`src/rtl/pc_ras.sv`:
```
// pc_ras: program-counter unit with a hardware return-address stack.
//
// Selects the next PC each enabled cycle. It can step sequentially, take a
// signed relative branch, take an absolute jump, call a subroutine (push the
// return address, then jump) or return from one (pop into PC). The return
// address stack is a circular buffer. When a call arrives with the stack full,
// the oldest entry is overwritten, so the most recent DEPTH return addresses
// are always available.
//
// Ports:
//   clk        system clock, all state updates on the rising edge
//   rst_n      asynchronous active-low reset
//   en         update enable; when 0 every piece of state is frozen
//   PC_sel     next-PC mode: INC, HOLD, BRANCH, JUMP, CALL, RET (110/111 act as INC)
//   PC_in      absolute target for JUMP / CALL
//   PC_branch  signed two's-complement offset for BRANCH
//   err_clr    clears the sticky error flags (a set in the same cycle wins)
//   PC_out     current PC (registered)
//   ras_count  number of valid stack entries, 0..DEPTH
//   ras_empty  ras_count == 0
//   ras_full   ras_count == DEPTH
//   ras_ovf    sticky: a CALL was issued while the stack was full
//   ras_unf    sticky: a RET was issued while the stack was empty
module pc_ras #(
    parameter int unsigned      WIDTH     = 16,
    parameter int unsigned      DEPTH     = 8,
    parameter logic [WIDTH-1:0] RESET_VEC = '0,
    parameter int unsigned      STEP      = 1
) (
    input  logic                     clk,
    input  logic                     rst_n,
    input  logic                     en,
    input  logic [2:0]               PC_sel,
    input  logic [WIDTH-1:0]         PC_in,
    input  logic [WIDTH-1:0]         PC_branch,
    input  logic                     err_clr,
    output logic [WIDTH-1:0]         PC_out,
    output logic [$clog2(DEPTH):0]   ras_count,
    output logic                     ras_empty,
    output logic                     ras_full,
    output logic                     ras_ovf,
    output logic                     ras_unf
);

    localparam int unsigned PW = $clog2(DEPTH);
    localparam int unsigned CW = PW + 1;

    typedef enum logic [2:0] {
        SEL_INC    = 3'b000,
        SEL_HOLD   = 3'b001,
        SEL_BRANCH = 3'b010,
        SEL_JUMP   = 3'b011,
        SEL_CALL   = 3'b100,
        SEL_RET    = 3'b101
    } sel_e;

    logic [WIDTH-1:0] pc_q, pc_d;
    logic [PW-1:0]    wp_q, wp_d;
    logic [CW-1:0]    count_q, count_d;
    logic             ovf_q, ovf_d;
    logic             unf_q, unf_d;

    logic [WIDTH-1:0] stack_mem [DEPTH];
    logic [WIDTH-1:0] pc_plus_step;
    logic [PW-1:0]    top_idx;
    logic             push;
    logic             is_full;
    logic             is_empty;

    // Sums are truncated to WIDTH bits, so wrap-around falls out naturally.
    assign pc_plus_step = pc_q + WIDTH'(STEP);
    // The write pointer is a power-of-two-sized counter, so wp-1 wraps mod DEPTH.
    assign top_idx      = wp_q - PW'(1);
    assign is_full      = (count_q == CW'(DEPTH));
    assign is_empty     = (count_q == '0);

    always_comb begin
        pc_d    = pc_q;
        wp_d    = wp_q;
        count_d = count_q;
        ovf_d   = ovf_q;
        unf_d   = unf_q;
        push    = 1'b0;

        if (en) begin
            // Clear first; any flag set below in the same cycle overrides it.
            if (err_clr) begin
                ovf_d = 1'b0;
                unf_d = 1'b0;
            end

            case (sel_e'(PC_sel))
                SEL_INC:    pc_d = pc_plus_step;
                SEL_HOLD:   pc_d = pc_q;
                SEL_BRANCH: pc_d = pc_q + PC_branch;
                SEL_JUMP:   pc_d = PC_in;
                SEL_CALL: begin
                    // The push happens even when full and overwrites the oldest
                    // slot, which is the slot wp already points at.
                    push = 1'b1;
                    wp_d = wp_q + PW'(1);
                    pc_d = PC_in;
                    if (is_full) begin
                        ovf_d = 1'b1;
                    end else begin
                        count_d = count_q + CW'(1);
                    end
                end
                SEL_RET: begin
                    if (is_empty) begin
                        // Underflow: step past the return, leave the pointer alone.
                        unf_d = 1'b1;
                        pc_d  = pc_plus_step;
                    end else begin
                        pc_d    = stack_mem[top_idx];
                        wp_d    = top_idx;
                        count_d = count_q - CW'(1);
                    end
                end
                default:    pc_d = pc_plus_step;
            endcase
        end
    end

    always_ff @(posedge clk or negedge rst_n) begin
        if (!rst_n) begin
            pc_q    <= RESET_VEC;
            wp_q    <= '0;
            count_q <= '0;
            ovf_q   <= 1'b0;
            unf_q   <= 1'b0;
        end else begin
            pc_q    <= pc_d;
            wp_q    <= wp_d;
            count_q <= count_d;
            ovf_q   <= ovf_d;
            unf_q   <= unf_d;
        end
    end

    // Stack storage has no reset; entries are only read while ras_count says
    // they are valid.
    always_ff @(posedge clk) begin
        if (push) begin
            stack_mem[wp_q] <= pc_plus_step;
        end
    end

    assign PC_out    = pc_q;
    assign ras_count = count_q;
    assign ras_empty = is_empty;
    assign ras_full  = is_full;
    assign ras_ovf   = ovf_q;
    assign ras_unf   = unf_q;

endmodule
```
`config.mk`:
```
export PLATFORM = sky130hd
export DESIGN_NAME = pc_ras
export DESIGN_NICKNAME = d
export VERILOG_FILES = /design/src/rtl/pc_ras.sv
export SDC_FILE = /design/constraint.sdc
export NUM_CORES = 1
export LEC_CHECK = 0
export BUFFER_PORTS_ARGS = -buffer_cell sky130_fd_sc_hd__buf_2
export CORE_ASPECT_RATIO = 2
export CORE_UTILIZATION = 45
export CTS_BUF_LIST = sky130_fd_sc_hd__clkbuf_8
export DETAILED_ROUTE_END_ITERATION = 7
export GPL_ROUTABILITY_DRIVEN = 0
export PLACE_DENSITY = 0.61
export SLEW_MARGIN = 20
export SYNTH_ARGS = -nofsm -noshare
export SYNTH_HDL_FRONTEND = slang
export SYNTH_SLANG_ARGS = --single-unit
export TNS_END_PERCENT = 100
```
`constraint.sdc`:
```
create_clock -name clk -period 6.9 [get_ports clk]
set_clock_uncertainty 0.15 [all_clocks]
set_input_delay 1.725 -clock clk [delete_from_list [all_inputs] [get_ports clk]]
set_output_delay 1.725 -clock clk [all_outputs]
set_load 0.005 [all_outputs]
```
==> results.md <==
- CTS Buf Count: 17
- Grt ovf: 0
- Reg2reg start: wp_q[0]
- Sum of negative setup slack: 0 ns
- RSZ-0062 raised after global routing: no
- Via/cell ratio: approximately 6
- Core Region: between 15000 and 20000 sq um
- Syn Inst Count: 514
- Clk root buf: clkbuf_8
- Detailed Route WL: between 15 and 20 mm
- Setup-failing EPs final: 0
- Ports: 63
- Worst-Margin Slew: 1.15 ns
- Post-synthesis sequential area ratio: 0.595
- Yosys cell types: 60
- Final slew viol count: 0
- H-tree Lvls: 4
- Outcome: finished clean
- Placed Cells: just under 800
- Diode count: 0
- Critical Path Sink: PC_out[12]
- Largest net degree at the start of global routing: 36
- Final worst-path cycle share: 0.538
- Synth Register Bits: 153
- Post-synth net total: between 500 and 600
- WS Path Type: input port to flip-flop
- Vias: about 4800
- IR drop worst, VDD: roughly 0.19 mV
- Chip width: between 90 and 100 um
- Share of cells above drive strength 1: 0.236
- Post-synth ARST share: 0.163
- R2r setup slk: between 3 and 4 ns
- CP Data Required Time: between 7 and 8 ns
- Clock slew at reported path FFs: about 0.090 ns
- Overall Power: about 3.2 mW
- Max Cap Violations: 0
- Hold crit path type: flip-flop to flip-flop
- Worst reg2reg path depth: 10
- Area of the mapped netlist: between 7000 and 8000 sq um
- ANT nets after route: 0
- Synth Flop Type: edfxtp_1
- Max Freq: around 270 MHz
- Post-DP HPWL: 12.7 mm
- Detailed-route DRC error count: 0
- Fillcell total: 1353
- Maximum root-to-sink buffer count: 2
- EDFF count, synth: 128
- Fin crit period: roughly 3.7 ns
- CTS tree: yes
- Clock Latency Late Sink: around 0.46 ns
- Die area: ~17000 sq um
- Vias in the first global route: 5125
- TritonRoute pass-1 iters: 5
- Leading cell type in the layout, fill and taps excluded: edfxtp_1
- PD cells: approximately 380 nW/um^2
- Wire per inst: 22.7 um
- Die Ht: 185 um
- # Post-CTS Setup Buffers: 0
- Initial Util: 0.462
- Slew headroom: 0.229
- Syn-to-layout area delta: 12.0%
- Post-CTS Resized: 0
- Crit Path Max Fanout: 3
- Placed standard-cell area: roughly 8000 sq um
- Commonest cells after routing, fill and taps aside: edfxtp_1, buf_2, nand2_1
- # rows: 66
- I/O Buffers: between 60 and 70
- Static Leak: a little over 3 nW
- Synthesized area per cell: 14.6 sq um
- Worst Setup SP: PC_branch[0]
- Count of non-filler cells in the finished layout: approximately 800
- Clock sink count: between 150 and 200
- Design area: 8420 sq um
- Iter 0 DRT Violations: around 280
- Gr usage total: 0.229
- First-pass GRT wire length: roughly 28 mm
- Synthesis Warnings: 0
- CP endpoint kind: flip-flop
- Crit path DAT: slightly below 4 ns
- Antenna violations before repair: 0
- CTS Hold Buffers Added: 0
- Hold Vio Cnt, Final: 0
- Crit start category: input port
- Reg2Reg Capture Point: PC_out[11]
- Fin nets: about 650
flip-flops by register name, summed over array words and instances (netlist names):
signal     cells
ras_count      4
wp_q           3
PC_out        16
ras_ovf        1
ras_unf        1
stack_mem    128
where the power goes:
| group | switching (mW) | total [mW] | leakage [nW] | internal, mW |
|---|---|---|---|---|
| logic | 0.740 | 1.32 | 1.46 | 0.581 |
| registers | 0.112 | 1.28 | 1.44 | 1.17 |
| clock network | 0.323 | 0.636 | 0.183 | 0.314 |
| total | 1.17 | 3.24 | 3.08 | 2.07 |
metrics by stage:
stage          hold slack (ns)  utilization  setup WS, ns
4_1_cts                  0.354        0.517          3.26
6_report                 0.351        0.517          3.19
5_1_grt                  0.379        0.517          3.05
3_3_place_gp             0.320        0.495          2.79
2_1_floorplan            0.339            -          2.70
3_5_place_dp             0.334        0.495          2.78
cell type report:
| cell class | instances | area, sq um | area share |
|---|---|---|---|
| clock buffer | 17 | 234 | 0.0278 |
| sequential | 153 | 4470 | 0.531 |
| inverter | 13 | 48.8 | 0.00580 |
| multi-input combinational | 325 | 2870 | 0.341 |
| clock inverter | 15 | 133 | 0.0158 |
| timing repair buffer | 75 | 408 | 0.0485 |
| tap | 204 | 255 | 0.0303 |
critical path, stage by stage:
cell and delay, ns:
buf_2 0.10, ha_1 0.24, fa_1 0.43, a211oi_1 0.46, nor4b_1 0.16, o32ai_1 0.35
o21ai_0 0.16, xnor2_1 0.17, o22ai_1 0.10
worst min path at each step:
stage	slack (ns)	from	cells past startpoint	to
2_1_floorplan	0.34	ras_ovf	1	ras_ovf
3_3_place_gp	0.32	ras_ovf	1	ras_ovf
3_5_place_dp	0.33	ras_unf	1	ras_unf
4_1_cts	0.35	ras_unf	1	ras_unf
5_1_grt	0.38	ras_unf	1	ras_unf
6_report	0.35	ras_unf	1	ras_unf
cell families after synthesis:
| family | share of synthesized area |
|---|---|
| xor gates and xnor gates | 0.0395 |
| muxes | 0.124 |
| AOI/OAI and AO/OA | 0.110 |
| and+or+nand+nor | 0.0678 |
| buffers and inverters | 0.0248 |
| DFF | 0.595 |
| adders and majority gates | 0.0386 |
per-layer routing:
layer / part of all wire / global-route usage / up-vias
met5: 0 / 0 / -
met4: 0.047 / 0.132 / 0
met3: 0.045 / 0.0495 / 56
met2: 0.55 / 0.416 / 175
met1: 0.36 / 0.237 / 2424
li1: - / - / 2178
synthesized netlist by cell type (13+ instances only):
cell type | count | share of area
nor2_1 | 27 | 0.013
nand2_1 | 28 | 0.014
edfxtp_1 | 128 | 0.51
xnor2_1 | 15 | 0.017
o21ai_0 | 25 | 0.017
a21oi_1 | 27 | 0.018
inv_1 | 13 | 0.0065
xor2_1 | 17 | 0.020
mux4_2 | 23 | 0.069
ha_1 | 20 | 0.033
dfrtp_1 | 25 | 0.083
No activity file was read; power rests on OpenSTA's default activity.
